<file path="src/rtl/dap_cmd_decoder.sv">
// ---------------------------------------------------------------------------
// dap_cmd_decoder
//
// Request-side command decoder for the CMSIS-DAP datapath. It sits directly
// behind the USB receiver's byte-wide AXI-Stream output. It collects one
// command ID byte plus that command's fixed number of argument bytes, then
// presents them to the DAP executor as one parallel command word through a
// valid/ready handshake. An unsupported ID raises a one-cycle error pulse.
// The rest of that USB packet is then drained until the receiver FIFO reports
// empty and no byte is being offered.
//
// Ports:
//   clk            system clock, all logic on the rising edge
//   resetn         synchronous active-low reset
//   s_axis_tvaild  request byte valid from the receiver
//   s_axis_tdata   request byte
//   s_axis_tready  byte accepted when tready && tvaild at a clock edge
//   src_empty      receiver FIFO empty flag, only looked at while draining
//   cmd_valid      decoded command available
//   cmd_ready      executor accepts the command
//   cmd_id         command ID byte
//   cmd_len        number of argument bytes (0..5)
//   cmd_arg        argument bytes, little-endian, unused bytes read 0
//   cmd_err        one-cycle pulse when an unsupported ID is accepted
//   err_id         last unsupported ID, held until the next error
// ---------------------------------------------------------------------------
module dap_cmd_decoder (
   input  logic        clk,
   input  logic        resetn,
   input  logic        s_axis_tvaild,
   input  logic [7:0]  s_axis_tdata,
   output logic        s_axis_tready,
   input  logic        src_empty,
   output logic        cmd_valid,
   input  logic        cmd_ready,
   output logic [7:0]  cmd_id,
   output logic [2:0]  cmd_len,
   output logic [39:0] cmd_arg,
   output logic        cmd_err,
   output logic [7:0]  err_id
);

   // Decoder states: waiting for an ID, collecting arguments, holding a
   // finished command for the executor, and discarding an unsupported packet.
   typedef enum logic [1:0] {
      ST_IDLE  = 2'd0,
      ST_ARGS  = 2'd1,
      ST_OUT   = 2'd2,
      ST_DRAIN = 2'd3
   } state_e;

   state_e      state_q, state_d;
   logic        tready_q, tready_d;
   logic        cmdValid_q, cmdValid_d;
   logic [7:0]  cmdId_q, cmdId_d;
   logic [2:0]  cmdLen_q, cmdLen_d;
   logic [39:0] cmdArg_q, cmdArg_d;
   logic        cmdErr_q, cmdErr_d;
   logic [7:0]  errId_q, errId_d;
   logic [2:0]  cnt_q, cnt_d;

   logic        accept;
   logic [3:0]  lookup;
   logic        idSupported;
   logic [2:0]  idLen;

   // Fixed command table. The top bit flags a supported ID and the low three
   // bits give its argument byte count. Unknown IDs report length 0.
   function automatic logic [3:0] lookupCmd(input logic [7:0] id);
      logic [3:0] res;
      case (id)
         8'h00:   res = 4'b1_001;
         8'h01:   res = 4'b1_010;
         8'h02:   res = 4'b1_001;
         8'h03:   res = 4'b1_000;
         8'h04:   res = 4'b1_101;
         8'h08:   res = 4'b1_101;
         8'h09:   res = 4'b1_010;
         8'h0A:   res = 4'b1_000;
         8'h11:   res = 4'b1_100;
         8'h13:   res = 4'b1_001;
         default: res = 4'b0_000;
      endcase
      return res;
   endfunction

   // A byte moves only when the registered ready and the source valid are
   // both high. tready is a pure function of the state register, so this is
   // safe to use for the next-state decision.
   assign accept      = tready_q & s_axis_tvaild;
   assign lookup      = lookupCmd(s_axis_tdata);
   assign idSupported = lookup[3];
   assign idLen       = lookup[2:0];

   // Next-state and next-output logic. Every register keeps its value unless
   // a branch below changes it. cmd_err defaults low so it can only pulse.
   // tready and cmd_valid are derived from the next state. That keeps both of
   // them registered and locked to the state they describe.
   always_comb begin
      state_d    = state_q;
      cmdId_d    = cmdId_q;
      cmdLen_d   = cmdLen_q;
      cmdArg_d   = cmdArg_q;
      cmdErr_d   = 1'b0;
      errId_d    = errId_q;
      cnt_d      = cnt_q;
      tready_d   = 1'b1;
      cmdValid_d = 1'b0;

      case (state_q)
         ST_IDLE: begin
            if (accept) begin
               cmdId_d  = s_axis_tdata;
               cmdLen_d = idLen;
               cmdArg_d = 40'd0;
               cnt_d    = 3'd0;
               if (!idSupported) begin
                  state_d  = ST_DRAIN;
                  cmdErr_d = 1'b1;
                  errId_d  = s_axis_tdata;
               end else if (idLen == 3'd0) begin
                  state_d = ST_OUT;
               end else begin
                  state_d = ST_ARGS;
               end
            end
         end

         ST_ARGS: begin
            if (accept) begin
               case (cnt_q)
                  3'd0:    cmdArg_d[7:0]   = s_axis_tdata;
                  3'd1:    cmdArg_d[15:8]  = s_axis_tdata;
                  3'd2:    cmdArg_d[23:16] = s_axis_tdata;
                  3'd3:    cmdArg_d[31:24] = s_axis_tdata;
                  default: cmdArg_d[39:32] = s_axis_tdata;
               endcase
               // The counter stops on the last argument index. It never
               // moves past len-1, which means it never exceeds 4.
               if (cnt_q == cmdLen_q - 3'd1) begin
                  state_d = ST_OUT;
               end else begin
                  cnt_d = cnt_q + 3'd1;
               end
            end
         end

         ST_OUT: begin
            if (cmd_ready) begin
               state_d = ST_IDLE;
            end
         end

         ST_DRAIN: begin
            // A byte that is still being offered is consumed even if the FIFO
            // already reports empty. Leave only once the stream is quiet.
            if (src_empty && !s_axis_tvaild) begin
               state_d = ST_IDLE;
            end
         end

         default: begin
            state_d = ST_IDLE;
         end
      endcase

      tready_d   = (state_d != ST_OUT);
      cmdValid_d = (state_d == ST_OUT);
   end

   // State and output registers with synchronous active-low reset. During
   // reset tready is held low. It rises on the first edge after resetn
   // returns high, and any partial or pending command is dropped.
   always_ff @(posedge clk) begin
      if (!resetn) begin
         state_q    <= ST_IDLE;
         tready_q   <= 1'b0;
         cmdValid_q <= 1'b0;
         cmdId_q    <= 8'd0;
         cmdLen_q   <= 3'd0;
         cmdArg_q   <= 40'd0;
         cmdErr_q   <= 1'b0;
         errId_q    <= 8'd0;
         cnt_q      <= 3'd0;
      end else begin
         state_q    <= state_d;
         tready_q   <= tready_d;
         cmdValid_q <= cmdValid_d;
         cmdId_q    <= cmdId_d;
         cmdLen_q   <= cmdLen_d;
         cmdArg_q   <= cmdArg_d;
         cmdErr_q   <= cmdErr_d;
         errId_q    <= errId_d;
         cnt_q      <= cnt_d;
      end
   end

   assign s_axis_tready = tready_q;
   assign cmd_valid     = cmdValid_q;
   assign cmd_id        = cmdId_q;
   assign cmd_len       = cmdLen_q;
   assign cmd_arg       = cmdArg_q;
   assign cmd_err       = cmdErr_q;
   assign err_id        = errId_q;

endmodule

</file>
<file path="config.mk">
export PLATFORM = sky130hd
export DESIGN_NAME = dap_cmd_decoder
export DESIGN_NICKNAME = d
export VERILOG_FILES = /design/src/rtl/dap_cmd_decoder.sv
export SDC_FILE = /design/constraint.sdc
export NUM_CORES = 1
export LEC_CHECK = 0
export CORE_MARGIN = 2
export CORE_UTILIZATION = 49
export DETAILED_ROUTE_END_ITERATION = 8
export GPL_TIMING_DRIVEN = 0
export PLACE_DENSITY_LB_ADDON = 0.15
export SYNTH_ARGS = -nofsm -noshare
export SYNTH_HDL_FRONTEND = slang
export SYNTH_SLANG_ARGS = --single-unit
</file>
<file path="constraint.sdc">
create_clock -name clk -period 2.1 [get_ports clk]
set_input_delay 0.21 -clock clk [delete_from_list [all_inputs] [get_ports clk]]
set_output_delay 0.21 -clock clk [all_outputs]
set_load 0.01 [all_outputs]
</file>
* Yosys cells after proc, flatten, opt, wreduce, memory -nomap -nowiden
Memories as Yosys holds them, arrays and structs flattened. Index checks and enable logic that the tools add are counted.
Word-level totals: memories kept 1, bits in registers 67, word-level logic and storage cells 74, memory bits (read-only) 128, output and inout port bits 62
Memories:
- (no name shown) | words 32, bits a word 4, rd ports 1, clocked after Yosys merged registers in 0, wr ports 0, RTL line 71 | case (id)
Operators by class: bitwise gates (word level) 2, eq/ne operators 17, reduce and logical (&&, ||, !) cells 17, mux-type cells 22, $add $sub $neg 2
Operators by type and width (number):
- 2-to-1 mux 40 bit | 2
- case mux 40 bit (2 select lines) | 1
- 2-to-1 mux 8 bit | 5
- AND reduction 4 bit | 6
- 2-to-1 mux 2 bit | 7
- != test 2 bit (second input constant) | 5
- zero test 3 bit | 3
- 2-to-1 mux 3 bit | 3
- != test 2 x 1 -> 1 bit (second input constant) | 4
- case mux 2 bit (4 select lines) | 1
- == test 2 bit (second input constant) | 3
- == test 3 x 2 -> 1 bit (second input constant) | 2
- case mux 3 bit (2 select lines) | 1
- AND reduction 3 bit | 2
- 2-to-1 mux 4 bit | 1
- OR reduction 4 bit | 1
- adder 3 x 1 -> 3 bit (second input constant) | 1
- == test 3 x 1 -> 1 bit (second input constant) | 1
- == test 3 bit | 1
- subtractor 3 x 1 -> 3 bit (second input constant) | 1
- == test 2 x 1 -> 1 bit (second input constant) | 1
- zero test 2 bit | 1
- AND reduction 2 bit | 1
- nonzero test 2 bit | 1
- 5 further kinds | 5

* Longest topological paths before layout
depth after elaboration 8, depth in mapped cells 8, mapped depth without buffers 6

* Worst setup path after synthesis
OpenSTA, ideal clock, no wires.
path kind register -> register, start register cmdLen_q[0] (netlist: cmd_len[0]), end register cnt_q[0], arrival 1616 ps, path buffers 0, path slack 412 ps, required time 2028 ps, stages on the path, launching flop included 7, library setup time 72 ps, path through dfxtp_1 inv_1 ha_1 xnor2_1 nor3_1 a21oi_2 mux2i_1
On the way: longest elaborated chain between the ends 4
Ends and longest elaborated chain:
- start, declared | RTL line 56 | logic [2:0] cmdLen_q, cmdLen_d;
- start signal, assigned | RTL line 190 | cmdLen_q <= cmdLen_d;
- subtractor 3 x 1 -> 3 bit | RTL line 140 | if (cnt_q == cmdLen_q - 3'd1) begin
- == test 3 bit | RTL line 140
- != test 2 bit (no line)
- AND reduction 4 bit (no line)
- end signal, assigned | RTL line 194 | cnt_q <= cnt_d;
- end, declared | RTL line 60 | logic [2:0] cnt_q, cnt_d;
No other way between the ends. A chain may end at the register's enable or synchronous reset.

* Final worst setup path
start register cmdLen_q[0] (netlist: cmd_len[0]), end register cnt_q[1]
The elaborated chain is that of the path after synthesis.

==> results.cfg <==
[cts]
cts_made_buffers = 9
cts_sinks = 67
h-tree-depth = 3
cts_hold_buffers = 0
postCtsSetupBuffers = 0
cts_root_buf = clkbuf_8
clk_latency_ps = 340
cts_tree = done
clk_pin_slew_ps = 70
cts_resized = 0
clockBufferDepth = 2

[drt]
wl_mm = 7.44
vias = 2466
ant_nets = 0
drcViolationCount = 0
dr.first_iter.drc_count = 83
via_per_inst = 5.16
drt_pre_antenna_iters = 4
post_drt_wl_per_cell_um = 15.6

[setup_path]
startpoint_type = flop
slowest_stage = dfxtp_1
crit_buf_inv = 1
crit_path_max_fanout = 4
crit_type = flop to flop
crit_family = flip-flops
r2r_start = cmd_len[0]
crit_chain = inv_1, ha_1, xnor2_1, nor3_1, a21oi_2, mux2i_1
startpoint = cmd_len[0]
cp_slowest_stage_delay_ps = 410
cp.arrival_ps = 2130
critPathRequiredTime_ps = 2360
critPathCaptureType = flop

[floorplanning]
start_util = 0.501
io_pins = 75
coreArea_mm2 = 0.00589
die_area_mm2 = 0.00666
dieHeight_um = 81.6
die_w_um = 81.6
num_rows = 28

[yosys]
yosysUniqueCellTypes = 43
ys_ff_latch = 67
synth_edf_count = 0
synth_area_leaders = dfxtp_1 (45%), mux2i_1 (16%), nand2_1 (6.7%)
synth_top_area_frac = 0.455
syn_area_mm2 = 0.00295
ys_seq_area_frac = 0.455
ys_warn_count = 0
synth_largest_area_cell = dfxtp_1
synthCells = 316
synth-main-ff-cell = dfxtp_1
synth_nets = 335
syn-mean-instance-area_um2 = 9.34
synth-async-reset-ratio = 0

[place]
post_dp_cell_area_mm2 = 0.00376
port-buffer-count = 72
gp_congestion = 0.883
hpwl_mm = 5.40

[timing]
finalHoldViolCount = 0
clock-skew-final_ps = 8.68
fin_crit_ps = 1860
relSlewSlack = 0.568
finalCritPeriodShare = 0.887
setup_viol = 0
finalSetupTns_ps = 0
worst_pin_slew_ps = 649
rsz0062_at_grt = false
slew_viol_final = 0
fmax_mhz = 537

[power_and_ir_drop]
power_density_mw_per_mm2 = 734
power_mw = 2.92
peakVddDrop_mv = 0.493
p_leak_nw = 1.50

[global_route]
grt_antenna_before_repair = 0
grt_pass1_wl_mm = 12.1
met3_usage = 0.0593
grt_max_degree = 12
grt_util_met2 = 0.392
first_global_vias = 2433
grtUsageMet1 = 0.313
grtUsageTotal = 0.244
gr-max-usage-layer = met2
grt-ovfl-total = 0

[final_layout]
nFillCells = 478
area_delta_synth_final_pct = 34.6
drive_gt1_frac = 0.0868
layout_commonest_cell = clkdlybuf4s50_1
multi_input_area_mm2 = 0.00148
regArea_mm2 = 0.00134
layout_common_cells = clkdlybuf4s50_1 (72), dfxtp_1 (67), nand2_1 (53), mux2i_1 (48), nor2_1 (37)
n_antenna_cell = 0
fin_area_mm2 = 0.00397
layout.nets = 418

[flow_run]
cap_violations = 0

[worst_hold_path]
min-delay-start = s_axis_tdata[1]
hold_path_class = input pin to flop

[run_status]
status = completed
-- state kept, by name, summed over array words and instances, names as in the netlist --
register,cells
cmd_err,1
cmd_len,3
s_axis_tready,1
state_q,2
err_id,8
cnt_q,3
cmd_id,8
cmd_arg,40
cmd_valid,1
-- Yosys cell counts, types with 3 or more instances --
library cell  instances
buf_2                 8
o22ai_1               3
nor3_1                5
nand3_1               5
nand2_1              53
a21oi_1              16
inv_1                10
o21ai_0               3
mux2i_1              48
clkbuf_1              9
a21oi_2               3
and2_1                9
dfxtp_1              67
nor2_1               37
ha_1                  6
-- metal layers --
metal,part of all wire,routed length (um)
met1,0.45,3340
met2,0.47,3480
met3,0.063,471
met4,0.019,143
met5,0,0
-- path summary, 6_finish.rpt --
path,to,slack [ps],depth (start not counted)
worst max-delay path,cnt_q[1],240,6
worst min-delay path,cmd_id[1],210,3
worst max register to register,cnt_q[1],240,6
worst min register to register,err_id[0],460,2
-- metrics by stage --
step / utilization / setup slack [ps] / instances / hold slack, ps
after floorplan: - / 412 / 316 / 346
after global placement: 0.640 / 70.3 / 463 / 442
after detailed placement: 0.640 / 22.6 / 463 / 450
after CTS: 0.675 / 241 / 478 / 201
after global routing: 0.675 / 110 / 478 / 219
final: 0.675 / 237 / 478 / 212
-- where the power goes --
group | total, mW | switching [mW] | leakage (nW) | internal (mW)
Combinational | 0.435 | 0.241 | 0.849 | 0.194
Clock | 1.14 | 0.482 | 0.106 | 0.660
Sequential | 1.34 | 0.0262 | 0.542 | 1.31
Total | 2.92 | 0.749 | 1.50 | 2.17
-- logic make-up (layout without fill, tap and decap cells) --
logic type,Yosys count,after routing,synth area share
simple gates,120,120,0.189
flops,67,67,0.455
mux,48,48,0.163
compound gates,42,42,0.107
buf+inv,29,116,0.0441
fa+ha+maj,6,6,0.0254
xor+xnor,4,4,0.0174
-- final cells by class --
type | count | share of cell area
Clock buffer | 10 | 0.0321
Inverter | 10 | 0.00945
Buffer | 19 | 0.0233
Multi-Input combinational cell | 220 | 0.372
Tap cell | 75 | 0.0236
Timing Repair Buffer | 72 | 0.181
Sequential cell | 67 | 0.338
Clock inverter | 5 | 0.0198
-- worst register-to-register path, stage by stage, from the launching register on --
cell,delay (ps)
dfxtp_1,410
inv_1,70
ha_1,310
xnor2_1,380
nor3_1,130
a21oi_2,260
mux2i_1,220
No activity file was read; power rests on OpenSTA's default activity.
